### config.mk
export PLATFORM = sky130hd
export DESIGN_NAME = multi_debouncer
export DESIGN_NICKNAME = d
export VERILOG_FILES = /design/src/rtl/debounce_pkg.sv /design/src/rtl/debounce_channel.sv /design/src/rtl/multi_debouncer.sv
export SDC_FILE = /design/constraint.sdc
export NUM_CORES = 1
export LEC_CHECK = 0
export CAP_MARGIN = 20
export CELL_PAD_IN_SITES_DETAIL_PLACEMENT = 1
export CELL_PAD_IN_SITES_GLOBAL_PLACEMENT = 2
export CORE_ASPECT_RATIO = 0.5
export CORE_UTILIZATION = 39
export DETAILED_ROUTE_END_ITERATION = 12
export GPL_TIMING_DRIVEN = 0
export PLACE_DENSITY = 0.78
export SYNTH_ARGS = -nofsm -noshare
export SYNTH_HDL_FRONTEND = slang
export SYNTH_SLANG_ARGS = --single-unit
### constraint.sdc
create_clock -name clk -period 3.3 [get_ports clk]
set_clock_uncertainty 0.1 [all_clocks]
set_input_delay 0.495 -clock clk [delete_from_list [all_inputs] [get_ports clk]]
set_output_delay 0.495 -clock clk [all_outputs]
set_load 0.02 [all_outputs]
### src/rtl/debounce_pkg.sv
// debounce_pkg: repeat FSM state type and width helper shared by the debouncer files
package debounce_pkg;

    typedef enum logic [1:0] {IDLE, HOLD, REPEAT} rpt_state_t;

    // Bits needed to hold values 0..n-1, never less than one
    function automatic int clog2(input int n);
        int r;
        r = 0;
        while ((1 << r) < n) r++;
        return (r == 0) ? 1 : r;
    endfunction

endpackage

### src/rtl/debounce_channel.sv
// debounce_channel: one button - synchroniser, stability counter and auto-repeat FSM
module debounce_channel
    import debounce_pkg::*;
#(
    parameter int STABLE_COUNT = 8,
    parameter bit ACTIVE_LOW   = 1'b0,
    parameter int HOLD_TICKS   = 500,
    parameter int RPT_TICKS    = 100
) (
    input  logic clk,
    input  logic clr_n,
    input  logic tick,
    input  logic raw,
    input  logic rpt_en,
    output logic state,
    output logic press,
    output logic rel,
    output logic rpt
);

    localparam int SW = clog2(STABLE_COUNT + 1);
    localparam int RW = clog2(HOLD_TICKS > RPT_TICKS ? HOLD_TICKS : RPT_TICKS);

    logic [1:0]    sync;
    logic [SW-1:0] stab;
    logic [RW-1:0] rcnt, rcnt_nx;
    rpt_state_t    rs, rs_nx;
    logic          rpt_nx, flip;

    assign flip = tick && (sync[1] != state) && (stab == SW'(STABLE_COUNT - 1));

    always_ff @(posedge clk or negedge clr_n) begin
        if (!clr_n) begin
            sync  <= '0;
            stab  <= '0;
            state <= 1'b0;
            press <= 1'b0;
            rel   <= 1'b0;
            rs    <= IDLE;
            rcnt  <= '0;
            rpt   <= 1'b0;
        end else begin
            sync  <= {sync[0], raw ^ ACTIVE_LOW};
            press <= flip && !state;
            rel   <= flip && state;
            state <= state ^ flip;
            if (tick) stab <= (sync[1] == state || flip) ? '0 : stab + 1'b1;
            rs    <= rs_nx;
            rcnt  <= rcnt_nx;
            rpt   <= rpt_nx;
        end
    end

    // In HOLD/REPEAT the level is 1, so a flip there is always the release
    always_comb begin
        rs_nx   = rs;
        rcnt_nx = rcnt;
        rpt_nx  = 1'b0;
        unique case (rs)
            IDLE: if (flip && !state && rpt_en) begin
                rs_nx   = HOLD;
                rcnt_nx = '0;
            end
            HOLD, REPEAT: if (!rpt_en || !state || flip) rs_nx = IDLE;
                else if (tick) begin
                    if (rcnt == (rs == HOLD ? RW'(HOLD_TICKS - 1) : RW'(RPT_TICKS - 1))) begin
                        rs_nx   = REPEAT;
                        rcnt_nx = '0;
                        rpt_nx  = 1'b1;
                    end else rcnt_nx = rcnt + 1'b1;
                end
            default: rs_nx = IDLE;
        endcase
    end

endmodule

### src/rtl/multi_debouncer.sv
// multi_debouncer: shared sample prescaler feeding CHANNELS independent button debouncers
module multi_debouncer
    import debounce_pkg::*;
#(
    parameter int CHANNELS     = 4,
    parameter int SAMPLE_DIV   = 250000,
    parameter int STABLE_COUNT = 8,
    parameter bit ACTIVE_LOW   = 1'b0,
    parameter int HOLD_TICKS   = 500,
    parameter int RPT_TICKS    = 100
) (
    input  logic                clk,
    input  logic                clr_n,
    input  logic [CHANNELS-1:0] btn_in,
    input  logic [CHANNELS-1:0] rpt_en,
    output logic [CHANNELS-1:0] btn_state,
    output logic [CHANNELS-1:0] btn_press,
    output logic [CHANNELS-1:0] btn_release,
    output logic [CHANNELS-1:0] btn_rpt
);

    localparam int PW = clog2(SAMPLE_DIV);

    logic [PW-1:0] pre;
    logic          tick;

    assign tick = (pre == PW'(SAMPLE_DIV - 1));

    always_ff @(posedge clk or negedge clr_n) begin
        if (!clr_n) pre <= '0;
        else pre <= tick ? '0 : pre + 1'b1;
    end

    for (genvar i = 0; i < CHANNELS; i++) begin : g_ch
        debounce_channel #(
            .STABLE_COUNT(STABLE_COUNT),
            .ACTIVE_LOW  (ACTIVE_LOW),
            .HOLD_TICKS  (HOLD_TICKS),
            .RPT_TICKS   (RPT_TICKS)
        ) u_ch (
            .clk   (clk),
            .clr_n (clr_n),
            .tick  (tick),
            .raw   (btn_in[i]),
            .rpt_en(rpt_en[i]),
            .state (btn_state[i]),
            .press (btn_press[i]),
            .rel   (btn_release[i]),
            .rpt   (btn_rpt[i])
        );
    end

endmodule
==> results.md <==
* Stages on worst setup path at 10
* RSZ-0062 raised after global routing: true
* Pre-CTS WS at -0.369 ns
* Clk_lat worst skew at 0.35 ns
* Placed Cells at approximately 800
* Slew headroom at between 40% and 50%
* CP startpoint kind: flop
* CTS tree: done
* Synth Warn # at 0
* CTS root buf: clkbuf_16
* Final setup violating endpoints at 0
* Worst Hold Class: input port to asynchronous set/reset pin
* Cell count after synthesis at 577
* Synth Area in Compound Gates at 15.6%
* Post-route cell area at 6470 µm²
* Final ANT Viol Nets at 0
* Drt total wl at 13300 µm
* Fin Setup TNS at 0 ns
* Final Non-Filler Cells at 810
* FF-to-FF path depth at 10
* Antenna cells at 0
* Largest cells by area after synthesis: dfrtp_1 (46%), ha_1 (6.3%), nand2_1 (4.1%)
* Status: finished, final reports clean
* Crit-path cells: nor4_4 -> nor4b_4 -> clkbuf_8 -> and3_1 -> ha_1 -> nand3_1 -> o21a_1 -> or3_1 -> buf_6 -> o311ai_2
* H-Tree Depth at 3
* Net Sw Power at 549 µW
* Chip width at ~170 µm
* GPL Wtd Cong at 0.753
* CP max FO at 10
* FF+latch count, synth at 102
* Final Net Count at 651
* Fillers at 1576
* Cell internal pwr at 1.81 mW
* Tmin final at 3.05 ns
* Initial antenna violation count at 0
* Largest net degree at the start of global routing at 56
* Clock transition at path regs at about 0.07 ns
* DRC at 0
* Iteration-0 DRC Markers at 179
* Netlist Area Pre-Place at 5600 µm²
* WP data required at around 3.5 ns
* Post-synthesis mux area share at 0.961%
* Synth unique cells at 58
* Hold Buf Count CTS at 0
* R2r endpoint: g_ch[0].u_ch.rcnt[3]
* Core area at 13800 µm²
* GR Overflow Total at 0
* Number of I/O pins at 26
* CP Capture Type: flop
* Crit share post-route at 92.3%
* Pleak at 2.69 nW
* Top-count cell post-synth: dfrtp_1
* Vert. Die Dim at 86.7 µm
* Vias in the first global route at ~4700
* Row count at 30
* WL/cell at 16.4 µm
* Synth Area in Simple Gates at 23.2%
* Largest family of logic cells by synthesized area: simple AND/OR/NAND/NOR gates
* Slowest cell on the critical path: dfrtp_1
* Post-synth top area share at 45.6%
* Pwr per Cell Area at 364 nW/µm²
* Worst Setup SP: pre[8]
* Sequential Power Share at 53.2%
* PortBufs at 25
* Async set-reset flop share out of synthesis at 100%
* Worst Tran Pin Value at 0.844 ns
* Avg Cell Area, Syn at 9.70 µm²
* Slowest Stage Delay on Critical Path at between 0.4 and 0.5 ns
* Worst Setup Path Type: flop to flop
* Vias at 4415
* DRT Pass-1 Iters at 4
* Post-Synth Adder-Cell Area at 6.26%
* Top cell type by total area after synthesis: dfrtp_1
* Share of layout cells above drive strength 1 at 10.4%
* Commonest cells post-synth: dfrtp_1 (102), nand2_1 (61), nor2_1 (40), nand3_1 (38), o21ai_0 (32)
* Crit path DAT at 3.19 ns
* Worst reg-to-reg setup slack at 0.25 ns
* Post-CTS setup buffers at 0
* Crit path capture: g_ch[0].u_ch.rcnt[3]
* Achievable frequency at 328 MHz
* Placed wire-length estimate at 9340 µm
* Clock Tree Buf Depth at 2
* Clock sink count at 102
* Max-slew violations at 0
* Combinational share of power at under 10%
* CP delay by family, top: simple AND/OR/NAND/NOR gates
* Placed inst area at 6110 µm²
* Sw frac at 23.3%
* Full die area at 14900 µm²
* Setup ws final at 0.253 ns
* Max-Cap Viols at 0
* Post-synth EDFFs at 0
* Global-route wire length before repair at 23300 µm
* Syn nets at 615
* Synthesis-to-layout area growth at 15.7%
* Gr usage total at ~20%
* Initial core utilization at between 40% and 50%
* CTS buffer count at 9
* Clock share of power at 44.7%
* Vias per cell at 5.45
* Core Util, Final at 47.0%
* Crit path buf inv count at 2
* Critical R2R Launch: pre[8]
* Synth Area in XOR/XNOR at 2.82%
* Worst IR Drop VDD at roughly 240 µV
* Register area share after synthesis at ~46%
* Final hold violations at 0
* Top FF cell, synth: dfrtp_1
final cells by class:
cell class / count / area, µm² / area share (%)
clock inverter: 5 / 38.8 / 0.599
buffer: 33 / 215 / 3.32
sequential: 102 / 2550 / 39.4
inverter: 28 / 105 / 1.62
timing repair buffer: 26 / 275 / 4.25
multi-input combinational: 413 / 2800 / 43.3
tap: 192 / 240 / 3.71
clock buffer: 11 / 243 / 3.75
through the flow:
stage / power [mW] / hold slack [ns]
floorplan: 1.29 / 0.0994
global route: 2.45 / 0.131
CTS: 2.41 / 0.106
detailed placement: 1.33 / 0.251
global placement: 1.33 / 0.233
finish: 2.36 / 0.0845
flip-flops by register name, indices dropped and copies added (netlist names):
| name | flops |
|---|---|
| g_ch.u_ch.rel | 4 |
| g_ch.u_ch.rpt | 4 |
| g_ch.u_ch.rcnt | 36 |
| g_ch.u_ch.press | 4 |
| g_ch.u_ch.sync | 8 |
| g_ch.u_ch.rs | 8 |
| g_ch.u_ch.state | 4 |
| pre | 18 |
| g_ch.u_ch.stab | 16 |
cell families (layout without fill, tap and decap cells):
kind of cell	Yosys count	after routing
xor+xnor	18	18
fa+ha+maj	28	28
mux	5	5
buf+inv	62	103
compound gates	117	117
simple gates	245	245
flops	102	102
worst register-to-register path, stage by stage (launching register included):
cell and delay, ns:
dfrtp_1 0.46, nor4_4 0.34, nor4b_4 0.28, clkbuf_8 0.23
and3_1 0.18, ha_1 0.21, nand3_1 0.09, o21a_1 0.25
or3_1 0.38, buf_6 0.16, o311ai_2 0.25
per-layer routing:
layer	GRT usage, %	up-vias	wire length (µm)
met3	4.79	11	297
li1	-	2147	-
met2	32.8	38	6230
met4	3.33	0	97
met1	26.6	2219	6670
met5	0	-	0
worst min path at each step:
stage                            to  slack (ns)
2_1_floorplan    g_ch[0].u_ch.press         0.1
3_3_place_gp   g_ch[1].u_ch.sync[1]        0.23
3_5_place_dp   g_ch[1].u_ch.sync[1]        0.25
4_1_cts          g_ch[3].u_ch.press        0.11
5_1_grt        g_ch[0].u_ch.rcnt[6]        0.13
6_report       g_ch[0].u_ch.rcnt[6]        0.08
cells in the final DEF, fill, tap and decap left out, drive strengths merged, types with 4 or more instances in the layout:
cell type	synthesis	routed
dfrtp	102	102
nand2	61	61
nor2	40	40
nand3	39	39
o21ai	32	32
inv	28	31
ha	28	28
clkdlybuf4s50	0	24
clkbuf	13	24
buf	21	22
and3	17	17
o31ai	16	16
xnor2	15	15
o211ai	15	15
nand2b	14	14
nor3	14	14
a41oi	12	12
nand4	10	10
a31oi	10	10
and2	9	9
a21oi	8	8
or4	6	6
nor3b	6	6
o2bb2ai	6	6
nand3b	5	5
nor4	5	5
nor2b	4	4
or3	4	4
o311ai	4	4
nor4b	4	4
a2111oi	4	4
power by group through the flow:
stage / combinational (mW) / sequential (mW) / clock [mW]
final: 0.0499 / 1.26 / 1.05
after global routing: 0.0578 / 1.26 / 1.14
after CTS: 0.0525 / 1.26 / 1.10
after detailed placement: 0.0522 / 1.28 / 0
after global placement: 0.0474 / 1.28 / 0
after floorplan: 0.00693 / 1.28 / 0
what timing repair did:
item | CTS | global route
pin swaps | 0 | 0
gates resized for setup | 6 | 10
setup endpoints to repair | 36 | 19
No activity file was read; power rests on OpenSTA's default activity.
